===== config.mk =====
export PLATFORM = sky130hd
export DESIGN_NAME = dcim_seq_ctrl
export DESIGN_NICKNAME = d
export VERILOG_FILES = /design/src/rtl/dcim_pkg.sv /design/src/rtl/dcim_bitserial_acc.sv /design/src/rtl/dcim_seq_ctrl.sv
export SDC_FILE = /design/constraint.sdc
export NUM_CORES = 1
export LEC_CHECK = 0
export ABC_AREA = 1
export ABC_CLOCK_PERIOD_IN_PS = 2290
export CAP_MARGIN = 0
export CORE_ASPECT_RATIO = 1.2
export CORE_MARGIN = 2
export CORE_UTILIZATION = 30
export DETAILED_ROUTE_END_ITERATION = 10
export HOLD_SLACK_MARGIN = 0.03
export RECOVER_POWER = 25
export SLEW_MARGIN = 20
export SYNTH_ARGS = -nofsm -noshare
export SYNTH_HDL_FRONTEND = slang
export SYNTH_SLANG_ARGS = --single-unit

===== constraint.sdc =====
create_clock -name clk -period 2.29 [get_ports clk]
set_clock_uncertainty 0.05 [all_clocks]
set_input_delay 0.458 -clock clk [delete_from_list [all_inputs] [get_ports clk]]
set_output_delay 0.458 -clock clk [all_outputs]
set_load 0.02 [all_outputs]

===== src/rtl/dcim_pkg.sv =====
// Shared types for the tinydcim sequencer: command opcodes, FSM states and the column-sum width helper.
package dcim_pkg;

  typedef enum logic [1:0] {
    OP_NOP       = 2'b00,
    OP_WRITE_ROW = 2'b01,
    OP_MAC       = 2'b10,
    OP_CLEAR     = 2'b11
  } cmd_op_e;

  typedef enum logic [2:0] {
    ST_IDLE,
    ST_WRITE,
    ST_CLEAR,
    ST_COMPUTE,
    ST_DRAIN,
    ST_DONE
  } state_e;

  function automatic int cs_w(input int rows);
    return $clog2(rows + 1);
  endfunction

endpackage


===== src/rtl/dcim_bitserial_acc.sv =====
// Per-column shift-add accumulator bank; one update per enabled cycle, clr has priority, no backpressure.
// DCIM_SIGNED_ACT_EN: the first (MSB) slice is negated so results are two's complement.
module dcim_bitserial_acc
  import dcim_pkg::*;
#(
  parameter int ROWS  = 8,
  parameter int COLS  = 8,
  parameter int ACC_W = 8
) (
  input  logic                        clk,
  input  logic                        rst_n,
  input  logic                        i_clr,
  input  logic                        i_en,
  input  logic                        i_first,
  input  logic [COLS*cs_w(ROWS)-1:0]  i_colsum,
  output logic [COLS*ACC_W-1:0]       o_acc
);

  localparam int CS_W = cs_w(ROWS);

  for (genvar c = 0; c < COLS; c++) begin : g_col
    logic [ACC_W-1:0] r_acc;
    logic [ACC_W-1:0] w_cs;

    assign w_cs = {{(ACC_W-CS_W){1'b0}}, i_colsum[c*CS_W +: CS_W]};

    // The first slice loads directly, so a stale accumulator can never leak into a new result.
    always_ff @(posedge clk or negedge rst_n) begin
      if (!rst_n) begin
        r_acc <= '0;
      end else if (i_clr) begin
        r_acc <= '0;
      end else if (i_en) begin
`ifdef DCIM_SIGNED_ACT_EN
        if (i_first) r_acc <= '0 - w_cs;
`else
        if (i_first) r_acc <= w_cs;
`endif
        else         r_acc <= (r_acc << 1) + w_cs;
      end
    end

    assign o_acc[c*ACC_W +: ACC_W] = r_acc;
  end

endmodule


===== src/rtl/dcim_seq_ctrl.sv =====
// DCIM command sequencer: WRITE 1 cycle, CLEAR ROWS cycles, MAC result valid ACT_BITS+2 edges after accept.
// Commands accepted only in IDLE; DONE holds res_data until res_ready. Optional macro: DCIM_SIGNED_ACT_EN.
module dcim_seq_ctrl
  import dcim_pkg::*;
#(
  parameter int ROWS     = 8,
  parameter int COLS     = 8,
  parameter int ACT_BITS = 4,
  parameter int ACC_W    = 8
) (
  input  logic                        clk,
  input  logic                        rst_n,
  input  logic                        cmd_valid,
  output logic                        cmd_ready,
  input  logic [1:0]                  cmd_op,
  input  logic [$clog2(ROWS)-1:0]     cmd_addr,
  input  logic [COLS-1:0]             cmd_data,
  input  logic [ROWS*ACT_BITS-1:0]    cmd_act,
  output logic                        arr_we,
  output logic [$clog2(ROWS)-1:0]     arr_waddr,
  output logic [COLS-1:0]             arr_wdata,
  output logic                        arr_act_en,
  output logic [ROWS-1:0]             arr_act_bits,
  input  logic [COLS*cs_w(ROWS)-1:0]  arr_colsum,
  output logic                        res_valid,
  input  logic                        res_ready,
  output logic [COLS*ACC_W-1:0]       res_data,
  output logic                        busy
);

  localparam int AW    = $clog2(ROWS);
  localparam int CS_W  = cs_w(ROWS);
  localparam int CNT_W = $clog2(ROWS + ACT_BITS + 2);
  localparam int BIT_W = $clog2(ACT_BITS);

  state_e                  r_state, w_state_nxt;
  logic [CNT_W-1:0]        r_cnt;
  logic [AW-1:0]           r_addr;
  logic [COLS-1:0]         r_data;
  logic [ROWS*ACT_BITS-1:0] r_act;
  logic                    r_act_d, r_first_d, r_cs_vld, r_cs_first;
  logic [COLS*CS_W-1:0]    r_colsum;
  logic                    w_accept, w_mac_go;
  logic [BIT_W-1:0]        w_bit;
  logic [ROWS-1:0]         w_slice;
  cmd_op_e                 w_op;

  assign w_op     = cmd_op_e'(cmd_op);
  assign w_accept = cmd_valid && (r_state == ST_IDLE);
  assign w_mac_go = w_accept && (w_op == OP_MAC);
  assign w_bit    = BIT_W'(ACT_BITS - 1) - r_cnt[BIT_W-1:0];

  for (genvar r = 0; r < ROWS; r++) begin : g_slice
    logic [ACT_BITS-1:0] w_row;
    assign w_row      = r_act[r*ACT_BITS +: ACT_BITS];
    assign w_slice[r] = w_row[w_bit];
  end

  always_ff @(posedge clk or negedge rst_n) begin
    if (!rst_n) r_state <= ST_IDLE;
    else        r_state <= w_state_nxt;
  end

  always_ff @(posedge clk or negedge rst_n) begin
    if (!rst_n)                        r_cnt <= '0;
    else if (w_state_nxt != r_state)   r_cnt <= '0;
    else if (r_state == ST_CLEAR || r_state == ST_COMPUTE || r_state == ST_DRAIN)
                                       r_cnt <= r_cnt + 1'b1;
  end

  always_ff @(posedge clk or negedge rst_n) begin
    if (!rst_n) begin
      r_addr <= '0;
      r_data <= '0;
      r_act  <= '0;
    end else if (w_accept) begin
      r_addr <= cmd_addr;
      r_data <= cmd_data;
      r_act  <= cmd_act;
    end
  end

  // Column sums are flopped before the adders; DRAIN covers both the array and this stage.
  always_ff @(posedge clk or negedge rst_n) begin
    if (!rst_n) begin
      r_act_d    <= 1'b0;
      r_first_d  <= 1'b0;
      r_cs_vld   <= 1'b0;
      r_cs_first <= 1'b0;
      r_colsum   <= '0;
    end else begin
      r_act_d    <= arr_act_en;
      r_first_d  <= arr_act_en && (r_cnt == '0);
      r_cs_vld   <= r_act_d;
      r_cs_first <= r_first_d;
      r_colsum   <= arr_colsum;
    end
  end

  always_comb begin
    w_state_nxt  = r_state;
    cmd_ready    = 1'b0;
    busy         = 1'b1;
    arr_we       = 1'b0;
    arr_waddr    = '0;
    arr_wdata    = '0;
    arr_act_en   = 1'b0;
    arr_act_bits = '0;
    res_valid    = 1'b0;
    case (r_state)
      ST_IDLE: begin
        cmd_ready = 1'b1;
        busy      = 1'b0;
        if (cmd_valid) begin
          case (w_op)
            OP_WRITE_ROW: w_state_nxt = ST_WRITE;
            OP_MAC:       w_state_nxt = ST_COMPUTE;
            OP_CLEAR:     w_state_nxt = ST_CLEAR;
            default:      w_state_nxt = ST_IDLE;
          endcase
        end
      end
      ST_WRITE: begin
        arr_we      = 1'b1;
        arr_waddr   = r_addr;
        arr_wdata   = r_data;
        w_state_nxt = ST_IDLE;
      end
      ST_CLEAR: begin
        arr_we    = 1'b1;
        arr_waddr = r_cnt[AW-1:0];
        if (r_cnt == CNT_W'(ROWS - 1)) w_state_nxt = ST_IDLE;
      end
      ST_COMPUTE: begin
        arr_act_en   = 1'b1;
        arr_act_bits = w_slice;
        if (r_cnt == CNT_W'(ACT_BITS - 1)) w_state_nxt = ST_DRAIN;
      end
      ST_DRAIN: begin
        if (r_cnt == CNT_W'(1)) w_state_nxt = ST_DONE;
      end
      ST_DONE: begin
        res_valid = 1'b1;
        if (res_ready) w_state_nxt = ST_IDLE;
      end
      default: w_state_nxt = ST_IDLE;
    endcase
  end

  dcim_bitserial_acc #(
    .ROWS  (ROWS),
    .COLS  (COLS),
    .ACC_W (ACC_W)
  ) u_acc (
    .clk      (clk),
    .rst_n    (rst_n),
    .i_clr    (w_mac_go),
    .i_en     (r_cs_vld),
    .i_first  (r_cs_first),
    .i_colsum (r_colsum),
    .o_acc    (res_data)
  );

endmodule


Word-level counts from Yosys, hierarchy flattened:

Cells that the tools add are included.

* logic and storage cells: 108
* input port bits: 81
* output and inout bits: 88
* register bits: 150

* equal/unequal tests: 12
* multiplexer cells: 57
* order comparisons: 1
* $add $sub $neg: 10
* reduce and logical (&&, ||, !) cells: 10

Operators with widths (number)
* $mux 8: 26
* $add 8x4->8: 8
* $bmux 1 s2: 8
* $mux 3: 5
* $pmux 3 s5: 1
* $mux 1: 13
* $mux 4: 2
* $eq 3x2->1 const B: 2
* $eq 3x3->1 const B: 2
* $pmux 2 s3: 1
* $pmux 3 s2: 1
* $add 4x1->4 const B: 1
* $eq 2x2->1 const B: 2
* $eq 4x1->1 const B: 1
* $eq 4x2->1 const B: 1
* $eq 4x3->1 const B: 1
* $logic_not 4->1: 1
* $reduce_bool 2->1: 2
* $eq 3x1->1 const B: 1
* $logic_and 1x1->1: 3
* $logic_not 3->1: 1
* $lt 2x3->1 const B: 1
* $ne 3x3->1: 1
* $eq 2x1->1 const B: 1
* other kinds (3): 4

Logic depth before layout (Yosys ltp):

* word-level depth: 6
* mapped depth: 13
* mapped depth without buffers: 12

Cells and area by module:

From an unflattened synthesis, not the netlist that was laid out.

* cells, all modules: 862
* area total of the unflattened synthesis: 7497.2 µm²

By module, submodules not included
* dcim_bitserial_acc: times used 1, seq. area each 1601.5 µm², area an instance 3970.1 µm², cells each 523
* dcim_seq_ctrl: times used 1, seq. area each 2152.1 µm², area an instance 3527.1 µm², cells each 339

Worst setup path after synthesis:

No wires, ideal clock.

* path type: register to register
* start point: register u_acc.g_col[4].r_acc[0]
* end point: register u_acc.g_col[4].r_acc[7]
* clock period less this slack: 1972 ps
* cell stages (with the launch flop): 10
* path slack: 318 ps
* data required time: 2157 ps
* buffers on the path: 0
* arrival: 1840 ps
* library setup time: 83 ps
* path through: dfrtp_1 -> ha_1 -> inv_1 -> fa_1 -> or2_2 -> nand2_1 -> nand3_1 -> o21ai_0 -> nand2_1 -> o21ai_0

* word-level cells in the longest chain between the ends: 4

Ends and longest elaborated chain
* start, declared: RTL line dcim_bitserial_acc.sv:22 `logic [ACC_W-1:0] r_acc;`
* start signal, assigned: RTL line dcim_bitserial_acc.sv:37 `if (i_first) r_acc <= w_cs;`
* start signal, assigned: RTL line dcim_bitserial_acc.sv:39 `else r_acc <= (r_acc << 1) + w_cs;`
* $add 8x4->8: RTL line dcim_bitserial_acc.sv:39
* $mux 8: RTL line dcim_bitserial_acc.sv:37
* $mux 8: RTL line dcim_bitserial_acc.sv:33 `end else if (i_en) begin`
* $mux 8: RTL line dcim_bitserial_acc.sv:31 `end else if (i_clr) begin`

Every way passes these cells. The select of a mux whose other input is x is not followed.
A chain may end at the register's enable or synchronous reset.

Worst setup path after layout:

* start point: register r_state[2]
* end point: output arr_wdata[1]

* word-level cells in the longest chain between the ends: 2

Ends and longest elaborated chain
* start, declared: RTL line dcim_seq_ctrl.sv:36 `state_e r_state, w_state_nxt;`
* start signal, assigned: RTL line dcim_seq_ctrl.sv:61 `else r_state <= w_state_nxt;`
* $eq 3x1->1: RTL line dcim_seq_ctrl.sv:110 `case (r_state)`
* $mux 8: RTL line dcim_seq_ctrl.sv:110
* end, declared: RTL line dcim_seq_ctrl.sv:21 `output logic [COLS-1:0] arr_wdata,`

Every way passes these cells.

==> flow_metrics.py <==
metrics = {
    "worst_setup_path": {
        "crit_end": "arr_wdata[1]",
        "start_kind": "register",
        "path_delay_family": "buffers and inverters",
        "rr_worst_depth": 9,
        "crit_chain": "inv_2 > nand3_1 > buf_4 > nor2_1 > clkdlybuf4s15_1",
        "critical_path_depth": 5,
        "critPathRequiredTime_ns": 1.78,
        "r2r_end": "u_acc.g_col[1].r_acc[7]",
        "r2r-start": "u_acc.g_col[1].r_acc[0]",
        "cp-startpoint": "r_state[2]",
        "critical_path_class": "register to output pin",
        "r2r_slack_ns": 0.23,
        "path_buf_inv": 3,
        "cp.arrival_ns": 1.66,
        "endpoint_kind": "output pin",
        "critPathMaxFanout": 5,
        "crit_slowest_cell": "dfrtp_1",
        "critical_path.max_stage_delay_ns": 0.41,
    },
    "synthesis": {
        "synthTopCellsByArea": "dfrtp_1 50%, nand2_1 11%, inv_1 5.0%",
        "synth_top_area_cell": "dfrtp_1",
        "syn_area_per_cell_um2": 8.586,
        "synth_cell_types": 31,
        "synth_nets": 984,
        "synth_cells": 866,
        "syn-cell-area_um2": 7436,
        "yosysSeqAreaShare": 0.5048,
        "yosysWarningCount": 0,
        "ys_ff_latch": 150,
        "synth_top_area_share": 0.5048,
    },
    "clock_tree": {
        "numCtsBuffers": 17,
        "cts-root-buf": "clkbuf_16",
        "cts_sinks": 150,
        "clock_path_buffers": 2,
        "cts_max_level": 4,
        "worstSkewPairLatency_ns": 0.42,
        "cts_tree": "done",
        "clkTransAtPathRegs_ns": 0.07,
    },
    "routing": {
        "ant_nets": 0,
        "drt-pass1-iter-count": 4,
        "drc": 0,
        "vias": 6266,
        "wire_per_inst_um": 13.89,
        "via_per_inst": 4.501,
        "routed_wl_um": 19330,
        "drt_iter0_drc": 290,
    },
    "place": {
        "pre_cts_slack_ns": 0.07709,
        "gp_routability_congestion": 0.7753,
        "dp_hpwl_um": 14110,
        "dpl_cell_area_um2": 9638,
        "portBuffers": 168,
        "dp_cells": 1356,
    },
    "power_and_ir_drop": {
        "power_leakage_nw": 4.762,
        "power_density_nw_per_um2": 1170,
        "vdd_drop_max_mv": 0.4836,
        "power.total_mw": 11.88,
    },
    "finish": {
        "synthToLayoutAreaGrowth_pct": 36.61,
        "area.sequential_um2": 3755,
        "final_cell_mix": "220 x nand2_1, 149 x dfrtp_1, 111 x clkdlybuf4s50_1",
        "post-route-util": 0.4144,
        "design_area_um2": 10160,
        "final_common_cell": "nand2_1",
        "nFillCells": 2447,
        "multi_input_area_um2": 3088,
        "nets": 1171,
        "fin_cells": 1392,
        "drive_gt1_frac": 0.1041,
    },
    "global_routing": {
        "grt_max_degree": 57,
        "grtUsageTotal": 0.1549,
        "grt_first_pass_wirelength_um": 31680,
        "grt_pass1_vias": 6310,
        "antenna_found_initial": 1,
        "gr-total-overflow": 0,
    },
    "timing": {
        "setup_viol": 0,
        "post-route-period-util": 0.9452,
        "hold_viol_final": 0,
        "setup_tns_ns": 0,
        "slew-limit-headroom": 0.6189,
        "timing.final.ws_setup_ns": 0.1256,
        "slew_violations": 0,
        "rsz0062_at_grt": "false",
        "holdWs_ns": 0.2984,
        "fmax_mhz": 462.0,
        "tightest_slew_ns": 0.5717,
        "period_minus_slack_ns": 2.164,
    },
    "min_path": {
        "hold_class": "register to register",
    },
    "die": {
        "dieWidth_um": 147.7,
        "core-area_um2": 24510,
        "io_pins": 169,
        "dieHeight_um": 176.5,
        "rows": 63,
        "initial_core_util": 0.3033,
        "die_area_um2": 26070,
    },
    "status": {
        "status": "completed",
    },
    "job": {
        "maxCapViolCount": 0,
    },
}
-- per-layer routing --
layer	wire (um)	vias up	track usage
met1	8513	2923	0.1900
li1	-	3159	-
met5	0	-	0
met3	1049	18	0.04109
met2	9488	166	0.2680
met4	283	0	0.04447
-- where the power goes --
part	switching (mW)	internal [mW]	total (mW)
logic	2.84	2.14	4.98
registers	0.638	3.49	4.12
clock network	1.24	1.54	2.78
-- flip-flops by register name, summed over array words and instances, names as in the netlist, 3 cells and up --
signal and count:
u_acc.g_col.r_acc 64, r_addr 3, r_state 3, r_cnt 4
r_data 8, r_act 32, r_colsum 32
-- logic make-up (layout without fill, tap and decap cells) --
group	count (synthesis)	count (layout)	share of synthesized area
AO/OA/AOI/OAI	146	146	0.1136
AND/OR/NAND/NOR	382	382	0.2161
adder cells (fa/ha/maj)	37	37	0.07033
flip-flops	150	150	0.5048
other	0	1	0
XOR/XNOR	13	13	0.01531
buffers and inverters	138	338	0.07993
-- cell usage after synthesis --
master,n
nor3_1,7
or2_2,7
a31oi_1,1
buf_2,13
ha_1,29
clkbuf_1,7
o22ai_1,12
nor2_2,1
nand3_1,51
fa_1,8
a21oi_1,31
nand2_1,220
o21ai_1,11
nand2_4,3
nand4_1,3
buf_6,6
inv_1,99
nor2_4,2
o21ai_0,72
dfrtp_1,150
nor2_1,85
o32ai_1,12
xor2_1,13
nand2_2,1
o22ai_2,7
nand2_8,1
clkinv_1,2
buf_4,4
nor2_8,1
inv_2,4
buf_1,3
-- timing repair --
action	CTS	global route
hold endpoints to repair	51	0
hold buffers	1	0
endpoints found under the setup margin	23	20
buffers inserted	1	1
resized for setup	47	31
-- how the worst min path moves through the flow --
| stage | from | end | slack (ns) | depth (start not counted) |
|---|---|---|---|---|
| 2_1_floorplan | rst_n | r_act[0] | 0.11 | 0 |
| 3_3_place_gp | r_act_d | r_cs_vld | 0.29 | 0 |
| 3_5_place_dp | r_act_d | r_cs_vld | 0.28 | 0 |
| 4_1_cts | r_act_d | r_cs_vld | 0.30 | 0 |
| 5_1_grt | r_act_d | r_cs_vld | 0.33 | 0 |
| 6_report | r_act_d | r_cs_vld | 0.30 | 0 |
-- final cells by class --
| type | count | share of cell area |
|---|---|---|
| Timing Repair Buffer | 201 | 0.1897 |
| Clock buffer | 17 | 0.04188 |
| Antenna cell | 1 | 0.0002463 |
| Clock inverter | 15 | 0.01577 |
| Sequential cell | 150 | 0.3696 |
| Multi-Input combinational cell | 578 | 0.3040 |
| Inverter | 105 | 0.03880 |
| Tap cell | 325 | 0.04003 |
(Power assumes the default switching activity.)
==> variant 1, RTL diff (config.mk and constraints unchanged) <==
Add a define of `DCIM_SIGNED_ACT_EN`.
--- a/src/rtl/dcim_bitserial_acc.sv
+++ b/src/rtl/dcim_bitserial_acc.sv
@@ -2,2 +2,4 @@
 // DCIM_SIGNED_ACT_EN: the first (MSB) slice is negated so results are two's complement.
+`define DCIM_SIGNED_ACT_EN
+
 module dcim_bitserial_acc
Formal check against the unedited RTL: not equivalent (a bounded check fails within 10 cycles, from zero or initial values and one cycle with rst_n low).
==> variant 1 against the unedited design <==
Critical path depth is the same. Routed wire length grew 8.0%. Setup slack lost 42 ps. Power grew 5.0%. Synthesized area grew 5.7%. Maximum frequency shrank 1.9%. Clock power grew 3%. Final area grew 4.3%. Count of clock-buffer cells in the layout grew 3. Non-clock buffer count shrank 11. Combinational power grew 7.2%. Sequential cell count is the same.
==> variant 1: results (changes against the unedited design) <==
Setup path:
- The critical path capture point is arr_waddr[0].
- The largest driver fanout on the critical path came to 12 (+7).
- The startpoint identified for the worst register-to-register timing path is u_acc.g_col[4].r_acc[0].
- The worst endpoint data arrival time is 1700 ps (+40 ps).
- In this run the worst setup path begins at r_state[1].
- The endpoint identified for the worst register-to-register timing path is u_acc.g_col[4].r_acc[5].
- The number of cells on the worst reg-to-reg path is 7 (-2).
- The reg-to-reg setup timing slack is 380 ps (+150 ps).

Synthesis:
- The share of synthesized cell area in full adder, half adder and majority cells was 7.92% (+0.89 points).
- Sorting the synthesized cells by how often they occur yields 166 x sky130_fd_sc_hd__nand2_1, 150 x sky130_fd_sc_hd__dfrtp_1, 135 x sky130_fd_sc_hd__inv_1.
- The count of different cell masters after synthesis is 37 (+19%).
- The xor-xnor portion of the synthesized cell area is 1.34% (-0.19 points).
- The total nets after synthesis is 1036 (+5.3%).
- The part of the Yosys area used for sequential elements came to 47.7% (-2.7 points).
- Ranked by total cell area, the synthesized netlist is headed by sky130_fd_sc_hd__dfrtp_1 48%, sky130_fd_sc_hd__nand2_1 7.9%, sky130_fd_sc_hd__o21ai_0 7.3%, sky130_fd_sc_hd__inv_1 6.4%, sky130_fd_sc_hd__ha_1 5.9%.
- The area fraction in compound gates after synthesis is 14.9% (+3.6 points).

Clock network:
- The TritonCTS buffer count was 17 (unchanged).

Power:
- The maximum resistive drop on vdd is 518 µV (+7.2%).
- The leakage power figure was 5.06 nW (+6.3%).

Finish:
- The share of final-layout standard cells stronger than drive strength 1 is 11.1% (+0.66 points).
- The count of filler cells inserted in the layout was 2615 (+6.9%).

GRT:
- The initial antenna violation count is 4 (+3).
- The global-route wire length before repair came to 34000 µm (+7.2%).
- The number of global-route vias before repair came to 6732 (+6.7%).
- The overall fraction of global-route tracks in use is 15.6% (+0.10 points).
- The largest net degree at the start of global routing was 71 (+25%).

Drt:
- The number of DRC markers in iteration 0 is 278 (-4.1%).
- The wire length after detailed routing is 20900 µm (+8.0%).
- The total via count in the routed design came to 6781 (+8.2%).

Timing:
- The remaining max-slew budget at the tightest pin is 18.1% (-44 points).

Outcome:
- The run finished with clean final reports.

Placed design:
- The detailed-placement wirelength estimate is 15300 µm (+8.2%).
- The final weighted congestion of routability-driven global placement was 0.861 (+11%).
- The area of placed instances came to 10000 µm² (+3.8%).
==> variant 1: per-layer routing <==
| layer | global-route usage [%] | up-vias | wire length (µm) |
|---|---|---|---|
| met2 | 26.3 | 177 | 10200 |
| met5 | 0 | - | 30 |
| li1 | - | 3337 | - |
| met3 | 4.70 | 20 | 1430 |
| met1 | 19.5 | 3243 | 9050 |
| met4 | 3.81 | 4 | 201 |
==> variant 1: layout make-up <==
cell class	count	area, µm²	share of cell area (%)
antenna	2	5.00	0.0472
clock buffer	20	467	4.41
clock inverter	12	140	1.32
inverter	140	534	5.04
multi-input combinational	589	3430	32.3
sequential	150	3760	35.5
tap	330	413	3.90
timing repair buffer	190	1840	17.4
timing repair inverter	1	7.51	0.0709
==> variant 1: worst max-delay path: cells and delay by family, from the launching register on <==
kind / cells / cell delay (ps)
AOI/OAI and AO/OA: 1 / 160
buffers and inverters: 3 / 620
and+or+nand+nor: 1 / 100
DFF: 1 / 400
==> variant 1: power breakdown <==
part	internal [mW]	switching (mW)	leakage (nW)	total (mW)
logic	2.30	3.03	2.87	5.34
registers	3.55	0.723	1.90	4.27
clock network	1.71	1.16	0.290	2.87
total	7.56	4.91	5.06	12.5
==> variant 1: kinds of logic after synthesis <==
kind of cell             after synthesis
AND/OR/NAND/NOR                      299
AO/OA/AOI/OAI                        216
buffers and inverters                171
flip-flops                           150
adder cells (fa/ha/maj)               45
multiplexers                          17
XOR/XNOR                              12
==> variant 1: how the worst min path moves through the flow <==
stage                             to  slack [ps]  cells after the start
final                     r_cs_first         300                      0
after global routing      r_cs_first         310                      0
after CTS                 r_cs_first         300                      0
after detailed placement  r_cs_first         290                      0
after global placement    r_cs_first         280                      0
after floorplan             r_act[0]         110                      0
==> variant 1: repair_timing <==
item | in CTS | in global routing
gates cloned | 1 | 0
setup buffers | 2 | 0
resized for setup | 54 | 25
setup endpoints to repair | 24 | 19
pin swaps | 0 | 3
hold buffers | 1 | 0
hold endpoints to repair | 41 | 0
==> variant 1: through the flow <==
step | setup slack (ps) | instances
after floorplan | 344 | 910
after global placement | 104 | 1396
after detailed placement | 83.5 | 1396
after CTS | 2.47 | 1432
after global routing | 1.61 | 1432
final | 83.8 | 1434
==> variant 2, RTL diff (same settings) <==
Without the edit above. Make the reset (`rst_n`) synchronous in 5 clocked blocks.
--- a/src/rtl/dcim_bitserial_acc.sv
+++ b/src/rtl/dcim_bitserial_acc.sv
@@ -27,3 +27,3 @@
     // The first slice loads directly, so a stale accumulator can never leak into a new result.
-    always_ff @(posedge clk or negedge rst_n) begin
+    always_ff @(posedge clk) begin
       if (!rst_n) begin
--- a/src/rtl/dcim_seq_ctrl.sv
+++ b/src/rtl/dcim_seq_ctrl.sv
@@ -58,3 +58,3 @@
 
-  always_ff @(posedge clk or negedge rst_n) begin
+  always_ff @(posedge clk) begin
     if (!rst_n) r_state <= ST_IDLE;
@@ -63,3 +63,3 @@
 
-  always_ff @(posedge clk or negedge rst_n) begin
+  always_ff @(posedge clk) begin
     if (!rst_n)                        r_cnt <= '0;
@@ -70,3 +70,3 @@
 
-  always_ff @(posedge clk or negedge rst_n) begin
+  always_ff @(posedge clk) begin
     if (!rst_n) begin
@@ -83,3 +83,3 @@
   // Column sums are flopped before the adders; DRAIN covers both the array and this stage.
-  always_ff @(posedge clk or negedge rst_n) begin
+  always_ff @(posedge clk) begin
     if (!rst_n) begin
Function: differs if rst_n is asserted again (counterexample within 4 cycles, from zero or initial values and one cycle with rst_n low); with rst_n held inactive, the same outputs for 10 cycles.
==> variant 2 against the unedited design <==
Setup slack worse by 35 ps. Final area is 2.4% lower. Synthesized area is 1.7% lower. Global-route usage is 0.54 points higher. Sequential share of layout area is 6.7 points lower. Count of clock-buffer cells in the layout is 3 higher. Sequential cell count stayed put. Routed wire length is 3.5% higher. Maximum frequency is 1.6% lower. Cell count is 6.3% higher. Largest cell class is now multi-input gates.
Power is not compared: it rests on default switching activity, and its combinational part moved more than twofold at a synthesized area within 25%.
==> variant 2: results (changes against the unedited design) <==
Synthesis:
- The part of the Yosys area used for sequential elements is 41.1% (-9.4 points).
- The count of different cell masters after synthesis is 32 (+3.2%).
- The mean instance size in the synthesized netlist was 7.43 µm² (-13%).
- The share of synthesized cell area in full adder, half adder and majority cells came to 6.99% (-0.048 points).
- After synthesis, the most frequently instantiated cells are 203 x sky130_fd_sc_hd__nand2_1, 150 x sky130_fd_sc_hd__dfxtp_1, 148 x sky130_fd_sc_hd__a21oi_1.
- The area fraction in compound gates after synthesis is 17.7% (+6.4 points).
- The total nets after synthesis is 1100 (+12%).
- Yosys attributes the largest share of cell area to sky130_fd_sc_hd__dfxtp_1 41%, sky130_fd_sc_hd__nand2_1 10%, sky130_fd_sc_hd__a21oi_1 10%, sky130_fd_sc_hd__inv_1 6.9%, sky130_fd_sc_hd__ha_1 4.8%.
- The xor-xnor portion of the synthesized cell area is 1.32% (-0.21 points).
- The share of flip-flops with an asynchronous set or reset after synthesis came to 0% (-100 points).
- The share of synthesized area spent on multiplexers was 0% (unchanged).

GRT:
- The initial antenna violation count is 1 (unchanged).
- The largest net degree at the start of global routing is 68 (+19%).
- The number of global-route vias before repair came to 6535 (+3.6%).
- The global-route wire length before repair is 33400 µm (+5.4%).
- The overall fraction of global-route tracks in use is 16.0% (+0.54 points).

Power:
- The leakage power figure is 4.20 nW.
- The maximum resistive drop on vdd is 450 µV.

Finish:
- The antenna diode count was 0 (-1).
- The largest registers in the layout are u_acc.g_col.r_acc (64), r_act (32), r_colsum (32).
- The share of final-layout standard cells stronger than drive strength 1 is 7.33% (-3.1 points).
- The number of nets in the finished design is 1263 (+7.9%).
- The final design utilization is 41.4% (-0.087 points).
- The count of filler cells inserted in the layout is 2443 (-0.16%).

Clock network:
- The post-CTS repair timing setup buffer count is 0 (-1).
- The TritonCTS buffer count is 17 (unchanged).
- The maximum number of buffers from clock root to sink is 2 (unchanged).
- The master cell of the clock root buffer is sky130_fd_sc_hd__clkbuf_16.
- Clock-pin slew was measured on the worst setup and hold paths at 60 ps.
- The level count of the clock H-tree is 4 (unchanged).

Timing:
- The final hold slack was 363 ps (+65.0 ps).
- The remaining max-slew budget at the tightest pin was 38.1% (-24 points).

Setup path:
- The cell with the largest stage delay on the worst path is sky130_fd_sc_hd__clkdlybuf4s50_1.
- The delay contributed by the slowest stage of the critical path is 610 ps (+200 ps).
- The reg-to-reg setup timing slack came to 210 ps (-20 ps).
- The largest driver fanout on the critical path is 5 (unchanged).

Placed design:
- The quantity of I/O buffers inserted on ports was 168 (unchanged).
- The final weighted congestion of routability-driven global placement came to 0.891 (+15%).
- The area of placed instances was 9360 µm² (-2.9%).
- The detailed-placement wirelength estimate came to 14400 µm (+2.0%).

Drt:
- The mean number of vias per cell came to 4.62 (+2.7%).
- The wire length per cell is 13.5 µm (-2.6%).
- The number of DRC markers in iteration 0 was 249 (-14%).

Outcome:
- The flow ran to the end, and the final reports show no timing, DRC or antenna violations.
## variant 2: stage by stage
| step | std cells | worst slack [ps] |
|---|---|---|
| finish | 1479 | 90.4 |
| floorplan | 983 | 438 |
| global route | 1479 | 1.52 |
| CTS | 1479 | 3.94 |
| detailed placement | 1447 | 44.2 |
| global placement | 1447 | 89.5 |
## variant 2: logic make-up after synthesis
| group | count (synthesis) |
|---|---|
| adder cells (fa/ha/maj) | 36 |
| flip-flops | 150 |
| XOR/XNOR | 11 |
| buffers and inverters | 189 |
| AND/OR/NAND/NOR | 355 |
| AO/OA/AOI/OAI | 242 |
## variant 2: area by class of cell
type                            instances  area share, %
Inverter                              140           5.35
Tap cell                              320           4.04
Sequential cell                       150           30.3
Clock inverter                         12           1.65
Multi-Input combinational cell        644           35.4
Timing Repair Buffer                  193           18.7
Clock buffer                           20           4.61
## variant 2: what timing repair did
action,CTS,global route
resized for setup,38,15
setup endpoints to repair,23,12
hold buffers,0,0
cloned,0,0
hold endpoints to repair,0,0
## variant 2: metal layers
layer	global-route usage, %	vias up	part of all wire (%)
met4	4.09	2	1.1
met3	4.02	18	5.2
met2	27.6	159	49
li1	-	3543	-
met5	0	-	0.065
met1	20.1	3116	45
## variant 2: where the power goes
part           switching, mW  internal, mW
Clock                   1.17          1.80
Sequential            0.0522          2.73
Combinational          0.429         0.325
Total                   1.65          4.85
## variant 2: final timing paths
kind,start,cells past startpoint,endpoint
hold / removal,r_act_d,2,r_cs_vld
setup reg to reg,r_state[0],9,r_act[2]
setup / recovery,r_state[0],4,busy
hold reg to reg,r_act_d,2,r_cs_vld
